**config.mk**
```make
export PLATFORM = sky130hd
export DESIGN_NAME = branch_res_station
export DESIGN_NICKNAME = d
export VERILOG_FILES = /design/src/rtl/branch_res_station.sv
export SDC_FILE = /design/constraint.sdc
export NUM_CORES = 1
export LEC_CHECK = 0
export CORE_UTILIZATION = 50
export CTS_CLUSTER_DIAMETER = 30
export DETAILED_ROUTE_END_ITERATION = 8
export PLACE_DENSITY = 0.79
export SLEW_MARGIN = 20
export SYNTH_ARGS = -nofsm -noshare
export SYNTH_HDL_FRONTEND = slang
export SYNTH_SLANG_ARGS = --single-unit
```
**constraint.sdc**
```tcl
create_clock -name clk -period 9.7 [get_ports clk]
set_input_delay 0.97 -clock clk [delete_from_list [all_inputs] [get_ports clk]]
set_output_delay 0.97 -clock clk [all_outputs]
set_load 0.005 [all_outputs]
```
**src/rtl/branch_res_station.sv**
```systemverilog
// In-order reservation station for JAL/JALR/Bxx: holds dispatched branches, snoops the CDB
// for missing operands and issues the oldest fully-ready branch to branch_comp, one per cycle.
module branch_res_station #(
    parameter int ROB_DEPTH = 4,
    parameter int RS_DEPTH  = 4,
    localparam int TW = $clog2(ROB_DEPTH),
    localparam int PW = $clog2(RS_DEPTH)
) (
    input  logic          clk,
    input  logic          rst,
    input  logic          flush,
    input  logic          dispatch_valid,
    output logic          dispatch_ready,
    input  logic [31:0]   dispatch_instr,
    input  logic [31:0]   dispatch_pc,
    input  logic [31:0]   dispatch_imm,
    input  logic [TW-1:0] dispatch_tag,
    input  logic          rs1_rdy,
    input  logic          rs2_rdy,
    input  logic [31:0]   rs1_val,
    input  logic [31:0]   rs2_val,
    input  logic [TW-1:0] rs1_tag,
    input  logic [TW-1:0] rs2_tag,
    input  logic          cdb_valid_in,
    input  logic [TW-1:0] cdb_tag_in,
    input  logic [31:0]   cdb_data_in,
    output logic          comp_issue,
    output logic [31:0]   issue_instr,
    output logic [31:0]   issue_pc,
    output logic [31:0]   issue_imm,
    output logic [31:0]   issue_rs1_v,
    output logic [31:0]   issue_rs2_v,
    output logic [TW-1:0] issue_tag
);

    logic [RS_DEPTH-1:0] valid;
    logic [PW-1:0]       head, tail;
    logic [PW:0]         count;

    logic [31:0]   e_instr [RS_DEPTH];
    logic [31:0]   e_pc    [RS_DEPTH];
    logic [31:0]   e_imm   [RS_DEPTH];
    logic [TW-1:0] e_tag   [RS_DEPTH];
    logic          e_rdy1  [RS_DEPTH];
    logic          e_rdy2  [RS_DEPTH];
    logic [31:0]   e_val1  [RS_DEPTH];
    logic [31:0]   e_val2  [RS_DEPTH];
    logic [TW-1:0] e_src1  [RS_DEPTH];
    logic [TW-1:0] e_src2  [RS_DEPTH];

    logic dispatch_fire;
    logic issue_sel;

    assign dispatch_ready = (count != (PW+1)'(RS_DEPTH));
    assign dispatch_fire  = dispatch_valid & dispatch_ready & ~flush;
    // Select sees start-of-cycle state only; a same-cycle CDB wakeup issues one cycle later.
    assign issue_sel      = valid[head] & e_rdy1[head] & e_rdy2[head];

    // NOTE: sequential state uses non-blocking assignments so every register samples
    // pre-edge values, independent of statement order.
    always_ff @(posedge clk or posedge rst) begin
        if (rst) begin
            valid       <= '0;
            head        <= '0;
            tail        <= '0;
            count       <= '0;
            comp_issue  <= 1'b0;
            issue_instr <= '0;
            issue_pc    <= '0;
            issue_imm   <= '0;
            issue_rs1_v <= '0;
            issue_rs2_v <= '0;
            issue_tag   <= '0;
        end else if (flush) begin
            valid      <= '0;
            head       <= '0;
            tail       <= '0;
            count      <= '0;
            comp_issue <= 1'b0;
        end else begin
            comp_issue <= issue_sel;
            if (issue_sel) begin
                issue_instr <= e_instr[head];
                issue_pc    <= e_pc[head];
                issue_imm   <= e_imm[head];
                issue_rs1_v <= e_val1[head];
                issue_rs2_v <= e_val2[head];
                issue_tag   <= e_tag[head];
                valid[head] <= 1'b0;
                head        <= head + 1'b1;
            end
            // Dispatch only happens when not full, so tail never aliases a valid head.
            if (dispatch_fire) begin
                valid[tail] <= 1'b1;
                tail        <= tail + 1'b1;
            end
            case ({dispatch_fire, issue_sel})
                2'b10:   count <= count + 1'b1;
                2'b01:   count <= count - 1'b1;
                default: count <= count;
            endcase
        end
    end

    // NOTE: entry payload is not reset; it is qualified by valid, so clearing it
    // would only add reset fan-out to a wide array.
    always_ff @(posedge clk) begin
        for (int i = 0; i < RS_DEPTH; i++) begin
            if (dispatch_fire && tail == PW'(i)) begin
                e_instr[i] <= dispatch_instr;
                e_pc[i]    <= dispatch_pc;
                e_imm[i]   <= dispatch_imm;
                e_tag[i]   <= dispatch_tag;
                e_src1[i]  <= rs1_tag;
                e_src2[i]  <= rs2_tag;
                e_rdy1[i]  <= rs1_rdy | (cdb_valid_in && rs1_tag == cdb_tag_in);
                e_rdy2[i]  <= rs2_rdy | (cdb_valid_in && rs2_tag == cdb_tag_in);
                e_val1[i]  <= rs1_rdy ? rs1_val : cdb_data_in;
                e_val2[i]  <= rs2_rdy ? rs2_val : cdb_data_in;
            end else if (valid[i] && cdb_valid_in) begin
                if (!e_rdy1[i] && e_src1[i] == cdb_tag_in) begin
                    e_rdy1[i] <= 1'b1;
                    e_val1[i] <= cdb_data_in;
                end
                if (!e_rdy2[i] && e_src2[i] == cdb_tag_in) begin
                    e_rdy2[i] <= 1'b1;
                    e_val2[i] <= cdb_data_in;
                end
            end
        end
    end

endmodule
```
* After elaboration in Yosys (flattened, before gate mapping)
Memory sizes are Yosys's and may differ from the RTL's. A register that Yosys moved wholly into a read port is not among the register bits.
Cells that the tools add are included.
** Operators by class
- $add $sub $neg :: 4
- Multipliers :: 0
- Divide/modulo/power cells :: 0
- Magnitude comparators :: 4
- Equality and inequality tests :: 16
- Shift-type cells :: 0
- Multiplexer cells :: 129
- Bitwise logic cells :: 26
- Reductions and logical operators :: 51
** Operator list (number)
- 32-bit two-way mux :: 19
- 32-bit OR reduction :: 9
- 1-bit two-way mux :: 70
- 2-bit two-way mux :: 31
- 2-bit == test :: 10
- 1-bit logical AND :: 20
- 1-bit bitwise OR :: 18
- 2-bit OR reduction :: 9
- 4-bit two-way mux :: 4
- 1-bit logical NOT :: 8
- 2-bit == test (second input constant) :: 3
- 2-bit by 3-bit < comparator with 1-bit output (second input constant) :: 2
- 3-bit one-hot mux with 2 select lines :: 1
- 2-bit by 1-bit adder with 2-bit output (second input constant) :: 2
- 1-bit bitwise AND :: 4
- 4-bit bitwise AND :: 1
- 1-bit demux with 2-bit select :: 2
- 2-bit by 1-bit == test with 1-bit output (second input constant) :: 2
- 2-bit by 1-bit >= comparator with 1-bit output (second input constant) :: 2
- 4-bit inverter :: 1
- 4-bit bitwise OR :: 1
- 2-bit nonzero test :: 2
- 3-bit by 1-bit adder with 3-bit output (second input constant) :: 1
- 3-bit two-way mux :: 1
- other kinds (7) :: 7
** Word-level totals
- Flip-flop bits (word level) :: 12
- Bits in latches :: 0
- RAM bits :: 672
- Memory bits (read-only) :: 0
- Input port bits :: 207
- Output and inout port bits :: 164
- Logic and storage cells :: 245
- Memories :: 10
** Memory list
- e_imm :: depth 4, width 32, read ports 1, clocked after Yosys merged registers in 1, wr ports 1, RTL line 42 : logic [31:0] e_imm [RS_DEPTH];
- e_instr :: depth 4, width 32, read ports 1, clocked after Yosys merged registers in 1, wr ports 1, RTL line 40 : logic [31:0] e_instr [RS_DEPTH];
- e_pc :: depth 4, width 32, read ports 1, clocked after Yosys merged registers in 1, wr ports 1, RTL line 41 : logic [31:0] e_pc [RS_DEPTH];
- e_val1 :: depth 4, width 32, read ports 1, clocked after Yosys merged registers in 1, wr ports 4, RTL line 46 : logic [31:0] e_val1 [RS_DEPTH];
- e_val2 :: depth 4, width 32, read ports 1, clocked after Yosys merged registers in 1, wr ports 4, RTL line 47 : logic [31:0] e_val2 [RS_DEPTH];
- e_src1 :: depth 4, width 2, read ports 4, clocked after Yosys merged registers in 0, wr ports 1, RTL line 48 : logic [TW-1:0] e_src1 [RS_DEPTH];
- +4 memories

* Longest topological paths before layout
- Depth after elaboration :: 11
- Depth in mapped cells :: 8

* Worst setup path before layout
No wires, ideal clock.
- Kind :: input port to flip-flop
- Start :: in dispatch_valid
- End :: mem e_val2[2][0] (data pin)
- Setup time :: 262 ps
- Arrival :: 4290 ps
- Slack :: 5148 ps
- Cell stages on the path :: 6
- Buffers on the path :: 1
- Path through :: nor2b_1 nand3_1 inv_1 o21ai_2 buf_4 mux2_1
** RTL lines
- start, declared :: RTL line 12 : input logic dispatch_valid,
- end, declared :: RTL line 47

* Final worst setup path
- Start :: reg head[0]
- End :: reg issue_rs2_v[12] (read register of e_val2)
** On the way
- Longest elaborated chain between the ends :: 5
- Elaborated cells between the ends (all ways) :: 7
- Classes of those cells :: 2 x mux; 2 x bitwise; 1 x reduce/logical; 2 x memory
** RTL lines
- start, declared :: RTL line 37 : logic [PW-1:0] head, tail;
- start signal, assigned :: RTL line 90 : head <= head + 1'b1;
- 1-bit binary-select mux with 2-bit select :: RTL line 57 : assign issue_sel = valid[head] & e_rdy1[head] & e_rdy2[head];
- 1-bit two-way mux (not written as such) :: RTL line 57
- 1-bit bitwise AND (2 in a row) :: RTL line 57
- 2-bit AND reduction (no line)
- end, declared :: RTL line 32 : output logic [31:0] issue_rs2_v,
Several ways; a longest one is shown, not always the timed one. The select of a mux whose other input is x is not followed.
A chain may end at the register's enable or synchronous reset.

==> impl_metrics.csv <==
group,metric,value,unit
clock_tree,numClockSinks,846,
synth,synth_common_cells,"edfxtp_1 (670), mux2_2 (333), dfrtp_1 (174)",
pwr,p_leak,15.23,nW
worst_setup_path,r2r_end,"issue_rs2_v[12]",
placement,place_inst,2816,
worst_setup_path,worstSetupStartpointType,"flop",
detailed_routing,first_pass_iters,6,
synth,yosys_register_bits,846,
timing,timing.fmax,241.8,MHz
floorplanning,rows,95,
synth,yosysWarnings,0,
global_routing,grt.total_usage,24.39,%
worst_setup_path,rr_startpoint,"head[0]",
pwr,p_clk_share,45.3,%
clock_tree,clock_latency,730,ps
worst_setup_path,cp_cell_sequence,"nand4_1, a32oi_4, and2_4, buf_12, mux2_2",
clock_tree,cts_tree,"done",
synth,netlist_instances,1631,
timing,skew,28.46,ps
floorplanning,fp.dieW,264.4,um
worst_setup_path,critPathCaptureType,"flop",
pwr,power.density,266.7,nW/um^2
timing,slew_headroom,26.19,%
placement,io_buffers,370,
synth,synth_top_cell_area_share,58.45,%
worst_setup_path,slowest_delay,1010,ps
clock_tree,hold_buffers,0,
hold_path,hold_depth,1,
synth,async_flop_share,20.57,%
global_routing,grt_overflow,0,
synth,yosys_most_used_dff,"edfxtp_1",
timing,rsz0062_at_grt,"no",
clock_tree,cts_root_buf,"clkbuf_16",
timing,whs,484.9,ps
cells_and_area,fin_cells,3116,
floorplanning,start_util,50.90,%
clock_tree,cts.clk_slew.worst_paths,50,ps
detailed_routing,antenna_left,0,
timing,worst_pin_slew,1107,ps
global_routing,antenna_found_initial,24,
detailed_routing,drt_iter0_markers,1491,
cells_and_area,drive_above_1_share,36.29,%
timing,finalHoldViolations,0,
clock_tree,cts_buffers,153,
clock_tree,cts_setup_buffers,0,
worst_setup_path,path_buf_inv,1,
synth,yosysMostFrequentCell,"edfxtp_1",
detailed_routing,drc,0,
floorplanning,dieArea,69900,sq um
synth,ys_seq_area_share,71.21,%
global_routing,grt_max_degree,113,
timing,slew_viol_final,0,
worst_setup_path,path_delay_family,"simple AND/OR/NAND/NOR gates",
pwr,peakVddDrop,0.1544,mV
hold_path,hp-start,"issue_rs1_v[12]",
clock_tree,post_cts_resized,0,
placement,gp_congestion,0.8420,
flow_run,drv_cap,0,
timing,fin_setup_tns,0,ps
floorplanning,coreArea,67630,sq um
worst_setup_path,worstPathMaxFanout,112,
cells_and_area,regArea,24520,sq um
worst_setup_path,critPathArrivalTime,4720,ps
worst_setup_path,slowest_stage,"dfrtp_4",
cells_and_area,final_net_count,2314,
pwr,p_seq_share,39.8,%
detailed_routing,num_vias,17980,
synth,synth_edf_count,670,
timing,post-route-period-util,42.64,%
hold_path,hold_path_class,"reg2reg",
timing,setup_viol_count_final,0,
clock_tree,clk_path_buf_depth,3,
detailed_routing,via_per_inst,5.770,
hold_path,whs_endpoint,"issue_rs1_v[12]",
synth,ys_types,43,
worst_setup_path,cp.required,10280,ps
worst_setup_path,r2r_cells,5,
worst_setup_path,worstSetupPathType,"reg2reg",
pwr,p_comb_share,14.9,%
timing,period_needed,4136,ps
synth,syn_area_per_cell,21.11,sq um
floorplanning,die_y,264.4,um
detailed_routing,wl_per_cell,26.74,um
floorplanning,io_pins,371,
pwr,p_int,8.997,mW
synth,synth_area_leaders,"edfxtp_1 (58%), dfrtp_1 (13%), mux2_2 (11%), mux4_2 (11%), mux2_1 (2.8%)",
global_routing,grt_pass1_wl,125400,um
pwr,p_sw_share,23.69,%
placement,hpwl,46050,um
cells_and_area,areaGrowthSynthToFinish,28.44,%
synth,syn-num-nets,1847,
cells_and_area,multi_input_area,9311,sq um
cells_and_area,fill_cells,4312,
worst_setup_path,r2r_slack,5560,ps
synth,yosysTopAreaCell,"edfxtp_1",
pwr,p_switching,2.794,mW
run_status,status,"finished, final reports clean",
clock_tree,cts-htree-levels,4,
synth,syn-cell-area,34420,sq um
detailed_routing,finalWirelength,83310,um
global_routing,grt_pass1_vias,19670,
==> layout by cell type (no fill, tap or decap), drive strengths merged, types with 6 or more instances in the layout <==
| cell | n |
|---|---|
| xor2 | 17 |
| or4 | 8 |
| ha | 8 |
| xnor2 | 6 |
| dfrtp | 174 |
| clkdlybuf4s50 | 370 |
| clkinv | 54 |
| o21ai | 14 |
| clkbuf | 184 |
| mux2 | 420 |
| clkinvlp | 17 |
| buf | 25 |
| bufinv | 16 |
| inv | 25 |
| nand2 | 21 |
| diode | 14 |
| mux4 | 162 |
| edfxtp | 670 |
==> power groups by stage <==
stage          Sequential [mW]  Combinational (mW)  Clock (mW)
2_1_floorplan             4.70               0.687           0
3_3_place_gp              4.73                1.72           0
3_5_place_dp              4.75                1.75           0
4_1_cts                   4.70                1.77        5.41
5_1_grt                   4.74                1.87        5.59
6_report                  4.69                1.75        5.35
==> how the worst max path moves through the flow <==
stage	from	end	slack [ps]	depth (start not counted)
6_report	head[0]	issue_rs2_v[12]	5560	5
3_3_place_gp	cdb_tag_in[0]	e_val2[0][4]	5460	6
3_5_place_dp	cdb_tag_in[0]	e_val2[0][4]	5400	6
5_1_grt	head[0]	issue_rs2_v[15]	5380	5
4_1_cts	head[0]	issue_rs2_v[12]	5590	5
2_1_floorplan	rst	comp_issue	4010	1
==> registers in the layout, indices dropped and copies added (netlist names) <==
name	cells
e_val2	128
issue_rs1_v	32
issue_instr	32
valid	4
head	2
issue_tag	2
issue_pc	32
tail	2
e_tag	8
e_rdy2	4
e_imm	128
e_src2	8
e_instr	128
e_val1	128
comp_issue	1
issue_rs2_v	32
e_rdy1	4
issue_imm	32
e_src1	8
count	3
e_pc	128
==> metrics by stage <==
step	utilization [%]	setup slack [ps]	cell area [sq um]	total power, mW
2_1_floorplan	-	4013	34420	5.384
3_3_place_gp	57.50	5460	38890	6.448
3_5_place_dp	57.50	5397	38890	6.501
4_1_cts	65.31	5595	44170	11.88
5_1_grt	65.33	5380	44180	12.20
6_report	65.37	5564	44210	11.79
==> cell families after synthesis <==
logic type / Yosys count / synth area share (%)
AOI/OAI and AO/OA: 28 / 0.7706
xor gates and xnor gates: 23 / 0.5852
adders and majority gates: 9 / 0.3490
buffers and inverters: 93 / 1.905
DFF: 846 / 71.21
muxes: 584 / 24.40
and+or+nand+nor: 48 / 0.7815
==> metal layers <==
| layer | wire length (um) | GRT usage [%] | share of wire (%) | up-vias |
|---|---|---|---|---|
| li1 | - | - | - | 7642 |
| met1 | 32360 | 30.44 | 39 | 9454 |
| met2 | 41270 | 39.69 | 50 | 684 |
| met3 | 7634 | 8.630 | 9.2 | 174 |
| met4 | 1883 | 8.281 | 2.3 | 24 |
| met5 | 152 | 0 | 0.18 | - |
==> final cells by class <==
cell class	instances	area share (%)
clock inverter	102	2.598
antenna	14	0.07924
multi-input combinational	692	21.06
sequential	846	55.46
inverter	10	0.1245
clock buffer	184	9.341
tap	873	2.471
timing repair buffer	395	8.866
(Power assumes the default switching activity.)
